`config.mk`:
```
export PLATFORM = sky130hd
export DESIGN_NAME = vga_timing_gen
export DESIGN_NICKNAME = d
export VERILOG_FILES = /design/src/rtl/vga_timing_gen.sv
export SDC_FILE = /design/constraint.sdc
export NUM_CORES = 1
export LEC_CHECK = 0
export BUFFER_PORTS_ARGS = -buffer_cell sky130_fd_sc_hd__clkbuf_2
export CELL_PAD_IN_SITES_DETAIL_PLACEMENT = 1
export CELL_PAD_IN_SITES_GLOBAL_PLACEMENT = 2
export CORE_MARGIN = 2
export CORE_UTILIZATION = 33
export CTS_CLUSTER_DIAMETER = 150
export DETAILED_ROUTE_END_ITERATION = 8
export HOLD_SLACK_MARGIN = 0.08
export PLACE_DENSITY = 0.78
export SLEW_MARGIN = 25
export SYNTH_ARGS = -nofsm -noshare
export SYNTH_HDL_FRONTEND = slang
export SYNTH_SLANG_ARGS = --single-unit
```
`constraint.sdc`:
```
create_clock -name clk -period 2.3 [get_ports clk]
set_input_delay 0.115 -clock clk [delete_from_list [all_inputs] [get_ports clk]]
set_output_delay 0.115 -clock clk [all_outputs]
set_load 0.05 [all_outputs]
```
`src/rtl/vga_timing_gen.sv`:
```
// Parametrised VGA timing generator: sync, blank, pixel position, line/frame strobes.
// Optional: define VGA_FRAME_CNT_EN to add a 16-bit frame counter output (frame_cnt).
module vga_timing_gen #(
   parameter int H_VIS  = 640,
   parameter int H_FP   = 16,
   parameter int H_SYNC = 96,
   parameter int H_BP   = 48,
   parameter int V_VIS  = 480,
   parameter int V_FP   = 10,
   parameter int V_SYNC = 2,
   parameter int V_BP   = 33,
   parameter int H_POL  = 0,
   parameter int V_POL  = 0,
   parameter int DIV    = 2,
   parameter int CW     = 10
) (
   input  logic          clk,
   input  logic          rst,
   input  logic          en,
   output logic          vga_clk,
   output logic          pix_en,
   output logic          h_sync,
   output logic          v_sync,
   output logic          blank_n,
   output logic          sync_n,
   output logic [CW-1:0] pos_x,
   output logic [CW-1:0] pos_y,
   output logic          line_start,
   output logic          frame_start
`ifdef VGA_FRAME_CNT_EN
   ,
   output logic [15:0]   frame_cnt
`endif
);

   localparam int H_TOTAL = H_VIS + H_FP + H_SYNC + H_BP;
   localparam int V_TOTAL = V_VIS + V_FP + V_SYNC + V_BP;
   localparam int DW      = (DIV > 1) ? $clog2(DIV) : 1;

   localparam logic [DW-1:0] DIV_LAST = DW'(DIV - 1);
   localparam logic [CW-1:0] H_LAST   = CW'(H_TOTAL - 1);
   localparam logic [CW-1:0] V_LAST   = CW'(V_TOTAL - 1);

   // Region bounds carry one extra bit so a bound equal to 2^CW still compares correctly.
   localparam logic [CW:0] H_VIS_W = (CW+1)'(H_VIS);
   localparam logic [CW:0] H_SS_W  = (CW+1)'(H_VIS + H_FP);
   localparam logic [CW:0] H_SE_W  = (CW+1)'(H_VIS + H_FP + H_SYNC);
   localparam logic [CW:0] V_VIS_W = (CW+1)'(V_VIS);
   localparam logic [CW:0] V_SS_W  = (CW+1)'(V_VIS + V_FP);
   localparam logic [CW:0] V_SE_W  = (CW+1)'(V_VIS + V_FP + V_SYNC);

   localparam logic H_ACT = (H_POL != 0);
   localparam logic V_ACT = (V_POL != 0);

   logic          run_q, run_d;
   logic [DW-1:0] div_q, div_d;
   logic [CW-1:0] h_q, h_d;
   logic [CW-1:0] v_q, v_d;
   logic          line_start_d, frame_start_d;

   logic          pix_en_q, h_sync_q, v_sync_q, blank_n_q, vga_clk_q;
   logic          line_start_q, frame_start_q;
   logic [CW-1:0] pos_x_q, pos_y_q;

   logic          pix_en_d, h_sync_d, v_sync_d, blank_n_d, vga_clk_d;
   logic [CW-1:0] pos_x_d, pos_y_d;
   logic          h_vis, v_vis, h_in_sync, v_in_sync, clk_phase;

   // run_q low means the next enabled edge is a restart at the origin, not an advance.
   always_comb begin
      // NOTE: every variable gets a default first so no path can leave it unassigned (no latches).
      run_d         = run_q;
      div_d         = div_q;
      h_d           = h_q;
      v_d           = v_q;
      line_start_d  = 1'b0;
      frame_start_d = 1'b0;
      if (!en) begin
         run_d = 1'b0;
         div_d = '0;
         h_d   = '0;
         v_d   = '0;
      end else if (!run_q) begin
         run_d         = 1'b1;
         div_d         = '0;
         h_d           = '0;
         v_d           = '0;
         line_start_d  = 1'b1;
         frame_start_d = 1'b1;
      end else if (div_q == DIV_LAST) begin
         div_d = '0;
         if (h_q == H_LAST) begin
            h_d          = '0;
            line_start_d = 1'b1;
            if (v_q == V_LAST) begin
               v_d           = '0;
               frame_start_d = 1'b1;
            end else begin
               v_d = v_q + 1'b1;
            end
         end else begin
            h_d = h_q + 1'b1;
         end
      end else begin
         div_d = div_q + 1'b1;
      end
   end

   if (DIV >= 2) begin : g_div_clk
      assign clk_phase = (div_d < DW'(DIV / 2));
   end else begin : g_no_div_clk
      assign clk_phase = 1'b0;
   end

   // Outputs decode the next counter values so they land on the same edge as the counters.
   always_comb begin
      h_vis     = ({1'b0, h_d} < H_VIS_W);
      v_vis     = ({1'b0, v_d} < V_VIS_W);
      h_in_sync = ({1'b0, h_d} >= H_SS_W) && ({1'b0, h_d} < H_SE_W);
      v_in_sync = ({1'b0, v_d} >= V_SS_W) && ({1'b0, v_d} < V_SE_W);
      blank_n_d = run_d && h_vis && v_vis;
      pos_x_d   = blank_n_d ? h_d : '0;
      pos_y_d   = blank_n_d ? v_d : '0;
      h_sync_d  = (run_d && h_in_sync) ? H_ACT : ~H_ACT;
      v_sync_d  = (run_d && v_in_sync) ? V_ACT : ~V_ACT;
      pix_en_d  = run_d && (div_d == DIV_LAST);
      vga_clk_d = run_d && clk_phase;
   end

   always_ff @(posedge clk or negedge rst) begin
      if (!rst) begin
         run_q         <= 1'b0;
         div_q         <= '0;
         h_q           <= '0;
         v_q           <= '0;
         pix_en_q      <= 1'b0;
         h_sync_q      <= ~H_ACT;
         v_sync_q      <= ~V_ACT;
         blank_n_q     <= 1'b0;
         vga_clk_q     <= 1'b0;
         pos_x_q       <= '0;
         pos_y_q       <= '0;
         line_start_q  <= 1'b0;
         frame_start_q <= 1'b0;
      end else begin
         // NOTE: non-blocking assignments so every register samples pre-edge values.
         run_q         <= run_d;
         div_q         <= div_d;
         h_q           <= h_d;
         v_q           <= v_d;
         pix_en_q      <= pix_en_d;
         h_sync_q      <= h_sync_d;
         v_sync_q      <= v_sync_d;
         blank_n_q     <= blank_n_d;
         vga_clk_q     <= vga_clk_d;
         pos_x_q       <= pos_x_d;
         pos_y_q       <= pos_y_d;
         line_start_q  <= line_start_d;
         frame_start_q <= frame_start_d;
      end
   end

   assign vga_clk     = vga_clk_q;
   assign pix_en      = pix_en_q;
   assign h_sync      = h_sync_q;
   assign v_sync      = v_sync_q;
   assign blank_n     = blank_n_q;
   assign sync_n      = 1'b0;
   assign pos_x       = pos_x_q;
   assign pos_y       = pos_y_q;
   assign line_start  = line_start_q;
   assign frame_start = frame_start_q;

`ifdef VGA_FRAME_CNT_EN
   logic [15:0] frame_cnt_q, frame_cnt_d;

   // Restart frames (run_q low) do not count; the counter freezes while en is low.
   always_comb begin
      frame_cnt_d = frame_cnt_q;
      if (frame_start_d && run_q) frame_cnt_d = frame_cnt_q + 16'd1;
   end

   always_ff @(posedge clk or negedge rst) begin
      if (!rst) frame_cnt_q <= 16'd0;
      else      frame_cnt_q <= frame_cnt_d;
   end

   assign frame_cnt = frame_cnt_q;
`endif

endmodule
```
# ---- Yosys cells after proc, flatten, opt, wreduce, memory -nomap -nowiden
# Index checks and enable logic that the tools add are counted.
dict set report totals {
  ff_bits 49
  wordCells 59
  output_inout_bits 28
}
dict set report classes {
  reduce_logical 8
  add_sub_neg 3
  muxes 26
  magnitude_cmp 7
  eq_ne 2
}
# operator count
set ops {}
lappend ops {{$mux 10} 11}
lappend ops {{$add 10x1->10 const B} 2}
lappend ops {{$eq 10x10->1 const B} 2}
lappend ops {{$lt 10x10->1 const B} 2}
lappend ops {{$lt 10x9->1 const B} 2}
lappend ops {{$mux 1} 15}
lappend ops {{$ge 10x10->1 const B} 1}
lappend ops {{$ge 10x9->1 const B} 1}
lappend ops {{$logic_and 1x1->1} 8}
lappend ops {{$add 1x1->1 const B} 1}
lappend ops {{$lt 1x1->1 const B} 1}

# ---- Logic depth before layout (Yosys ltp)
dict set report logic_depth {
  ltp_word 10
  ltp_mapped 9
  mapped_depth_nobuf 8
}

# ---- Worst setup path before layout
# OpenSTA, ideal clock, no wires.
dict set report synth_path {
  kind {register -> register}
  startpoint {register div_q}
  endpoint {register pos_x_q[4], in the netlist pos_x[4]}
  setup_slack_ns -0.226
  period_less_slack_ns 2.526
  setup_ns 0.086
  stages_incl_launch_ff 10
  required_time_ns 2.214
  t_arrival_ns 2.440
  path_cell_list {dfrtp_1 -> clkbuf_1 -> nand4_1 -> nor3_1 -> buf_2 -> a31oi_1 -> o21ai_1 -> o311ai_4 -> buf_6 -> nor3_1}
}
dict set report synth_via {
  elab_chain_len 7
  elab_cells_between_ends 11
  cone_classes {2 x order compare; 7 x mux; 2 x reduce/logical}
}
# element line_no
set synth_lines {}
lappend synth_lines {{start: declaration} 56} ;# logic [DW-1:0] div_q, div_d;
lappend synth_lines {{start signal: assignment} 148} ;# div_q <= div_d;
lappend synth_lines {{$mux 10} 90} ;# end else if (div_q == DIV_LAST) begin
lappend synth_lines {{$mux 10} 83} ;# end else if (!run_q) begin
lappend synth_lines {{$mux 10} 78} ;# if (!en) begin
lappend synth_lines {{$lt 10x10->1} 117} ;# h_vis = ({1'b0, h_d} < H_VIS_W);
lappend synth_lines {{$logic_and 1x1->1 (2 in series)} 121} ;# blank_n_d = run_d && h_vis && v_vis;
lappend synth_lines {{$mux 10 (*)} 122} ;# pos_x_d = blank_n_d ? h_d : '0;
lappend synth_lines {{via pos_x_d[4]} 66} ;# logic [CW-1:0] pos_x_d, pos_y_d;
lappend synth_lines {{end signal: assignment} 156} ;# pos_x_q <= pos_x_d;
lappend synth_lines {{end: declaration} 63} ;# logic [CW-1:0] pos_x_q, pos_y_q;
# The timed path passes the listed nets; every way through them passes the cells marked *.

# ---- Final worst setup path
dict set report layout_path {
  startpoint {register h_q[6]}
  endpoint {register pos_x_q[3], in the netlist pos_x[3]}
}
dict set report layout_via {
  elab_chain_len 9
  elab_cells_between_ends 15
  cone_classes {1 x add/sub; 2 x order compare; 1 x eq/ne; 9 x mux; 2 x reduce/logical}
}
# element line_no
set layout_lines {}
lappend layout_lines {{start: declaration} 57} ;# logic [CW-1:0] h_q, h_d;
lappend layout_lines {{start signal: assignment} 134} ;# h_q <= '0;
lappend layout_lines {{start signal: assignment} 149} ;# h_q <= h_d;
lappend layout_lines {{$add 10x1->10 or $eq 10x10->1 (tied branches)} {102, 92}}
lappend layout_lines {{$mux 10} 92} ;# if (h_q == H_LAST) begin
lappend layout_lines {{$mux 10} 90}
lappend layout_lines {{$mux 10} 83}
lappend layout_lines {{$mux 10} 78}
lappend layout_lines {{$lt 10x10->1} 117}
lappend layout_lines {{$logic_and 1x1->1 (2 in series)} 121}
lappend layout_lines {{$mux 10 (*)} 122}
lappend layout_lines {{via pos_x_d[3]} 66}
# Marks and branches as above.

==> out/qor.yml <==
cts:
  clock_path_buffers: 2
  h-tree-depth: 2
  cts-root-buf: "clkbuf_8"
  clk_latency_ps: 310
  clk_pin_slew_worst_paths_ps: 90
  clock_sinks: 48
  tritoncts: "yes"
  cts_buffers: 5
place:
  gp_congestion: 0.8207
  dp_hpwl_mm: 4.064
  dpl_cell_area_sq_um: 2694
  io_buffers: 29
  place_worst_setup_slack_ps: -172.2
worst_setup_path:
  start_kind: "register"
  crit_fanout: 5
  cp.arrival_ps: 2620
  worst_ep_required_time_ps: 2500
  path_class: "reg -> reg"
  cp-end-kind: "register"
synthesis:
  ys_seq_area_share_pct: 55.45
  synth_area_leaders: "dfrtp_1 53%, nor3_1 3.9%, nor2_1 3.5%"
  syn_inst: 204
  syn_area_per_cell_sq_um: 10.64
  syn_area_sq_um: 2171
  synth_edf_count: 0
  ys.flop_type: "dfrtp_1"
  yosysTopAreaCellShare_pct: 53.03
  synth_cell_types: 48
  ys_warn_count: 0
  yosys.area.top_type: "dfrtp_1"
  ys_ff_latch: 48
  async_reset_ff_share_pct: 100.0
flow_run:
  cap_violations: 0
global_routing:
  grt_usage_pct: 16.39
  grt_max_degree: 27
  grt_pass1_wl_mm: 9.308
  antenna_found_initial: 0
  grt_pass1_vias: 1879
  gr-total-overflow: 0
floorplanning:
  io_pins: 31
  rows: 29
  coreArea_sq_um: 6350
  initial_utilization_pct: 34.19
  fp.dieH_um: 85.11
  dieArea_sq_um: 7243
  die_w_um: 85.11
detailed_routing:
  routed_via_density: 5.087
  drc_errors: 0
  vias: 1811
  first_pass_iters: 4
  first_iter_violations: 67
  wl_mm: 5.566
  ant_nets: 0
  wl_per_cell_um: 15.63
status:
  status: "finished, violations left"
  violations: "setup timing"
power_and_ir_drop:
  ir_worst_vdd_mv: 0.2819
  power_density_nw_per_um2: 487.9
  leakage_uw: 0.001445
  finalPower_uw: 1473
layout:
  layout.nets: 284
  drive_above_1_share_pct: 41.22
  area_delta_synth_final_pct: 39.02
  antenna_cells: 0
  fin_area_sq_um: 3018
sta:
  hold_viol: 0
  rsz0062_at_grt: "yes"
  setup_slack_ps: -119.3
  fin_crit_ps: 2419
  drv_slew: 0
  finClkSkew_ps: 6.938
  report.final.setup_viol: 22
  post-route-period-util_pct: 105.2
  max_freq_mhz: 413.4
worst_hold_path:
  hold_path_class: "in -> async"
[logic make-up (layout without fill, tap and decap cells)]
| logic type | Yosys count | after routing | synth area share (%) |
|---|---|---|---|
| compound gates | 28 | 28 | 9.568 |
| xor+xnor | 14 | 14 | 5.649 |
| fa+ha+maj | 3 | 3 | 1.729 |
| buf+inv | 18 | 92 | 3.688 |
| flops | 48 | 48 | 55.45 |
| mux | 3 | 3 | 1.441 |
| other cells | 1 | 2 | 0.1727 |
| simple gates | 89 | 89 | 22.31 |
[worst max-delay path, stage by stage (launching register included)]
cell      delay (ps)
dfrtp_1          390
or4b_4           540
or3_4            360
and3b_2          300
xnor2_4           90
o311ai_4         370
buf_4            220
nor3_1            50
[state kept, by name (all words and copies together) (netlist names)]
signal       cells
pos_y           10
div_q            1
h_sync           1
v_q             10
vga_clk          1
v_sync           1
h_q             10
pos_x           10
frame_start      1
line_start       1
run_q            1
blank_n          1
[layout make-up]
type	count	area, sq um
clock buffer	6	82.58
tap	77	96.34
clock inverter	2	10.01
fill	713	3332
sequential	48	1205
timing repair buffer	73	499.2
multi-input combinational	139	1084
inverter	11	41.29
[Yosys cell counts (2+ instances only)]
| cell type | count |
|---|---|
| inv_1 | 11 |
| or3_1 | 2 |
| or4_1 | 2 |
| and4_1 | 3 |
| o31a_1 | 2 |
| dfstp_2 | 2 |
| a21oi_1 | 7 |
| nand4_1 | 6 |
| and3_1 | 4 |
| a211oi_1 | 3 |
| xnor2_1 | 6 |
| o21ai_0 | 4 |
| ha_1 | 3 |
| a31oi_1 | 2 |
| dfrtp_1 | 46 |
| nor4_1 | 4 |
| nand3_1 | 7 |
| nor2b_1 | 2 |
| o21a_1 | 2 |
| nor3_1 | 17 |
| xor2_1 | 8 |
| and2_1 | 2 |
| mux2i_1 | 2 |
| nor2_1 | 20 |
| clkbuf_1 | 4 |
| nand2_1 | 11 |
[layer usage]
layer | track usage (%) | vias to the layer above | part of all wire, %
met1 | 21.81 | 910 | 48
met2 | 26.99 | 26 | 48
met4 | 6.061 | 0 | 1.8
met3 | 2.626 | 7 | 2.5
li1 | - | 868 | -
met5 | 0 | - | 0
[layout by cell type (no fill, tap or decap), drive strengths merged, types with 3 or more instances in the layout]
cell	synthesis	final
a211oi	3	3
a21oi	7	7
and3	5	5
and4	3	3
buf	3	42
clkbuf	4	35
dfrtp	46	46
ha	3	3
inv	11	11
nand2	11	11
nand3	7	7
nand4	6	6
nor2	20	20
nor3	17	17
nor4	4	4
o21ai	5	5
or3	3	3
xnor2	6	6
xor2	8	8
[power by group]
part | leakage, uW | internal (uW) | switching [uW] | total, uW
sequential | 0.000651 | 851 | 5.45 | 857
clock | 0.0000510 | 240 | 286 | 526
combinational | 0.000743 | 20.8 | 68.9 | 89.6
total | 0.00144 | 1110 | 360 | 1470
[worst paths after layout]
kind                            startpoint        to  slack (ps)  cells past startpoint
worst min register to register      h_q[9]    h_sync         540                      1
max in group asynchronous              rst    h_sync        1640                      3
worst max register to register      h_q[6]  pos_x[3]        -120                      7
min in group clk                    h_q[9]    h_sync         540                      1
worst max-delay path                h_q[6]  pos_x[3]        -120                      7
worst min-delay path                   rst    v_q[4]         350                      3
[timing repair]
action,in CTS,in global routing
hold buffers,2,0
hold endpoints to repair,47,0
pin swaps,5,5
cloned,1,0
buffers inserted,4,3
setup endpoints to repair,21,28
gates resized for setup,12,19
[stage by stage]
step	util, %	hold slack (ps)	instances	setup TNS (ps)
floorplan	-	-180.6	205	-1096
global placement	42.42	127.9	338	-1519
detailed placement	42.42	138.3	338	-2609
CTS	45.73	359.0	353	-2101
global route	47.53	408.5	356	-3858
finish	47.53	345.4	356	-2089
No activity file was read; power rests on OpenSTA's default activity.
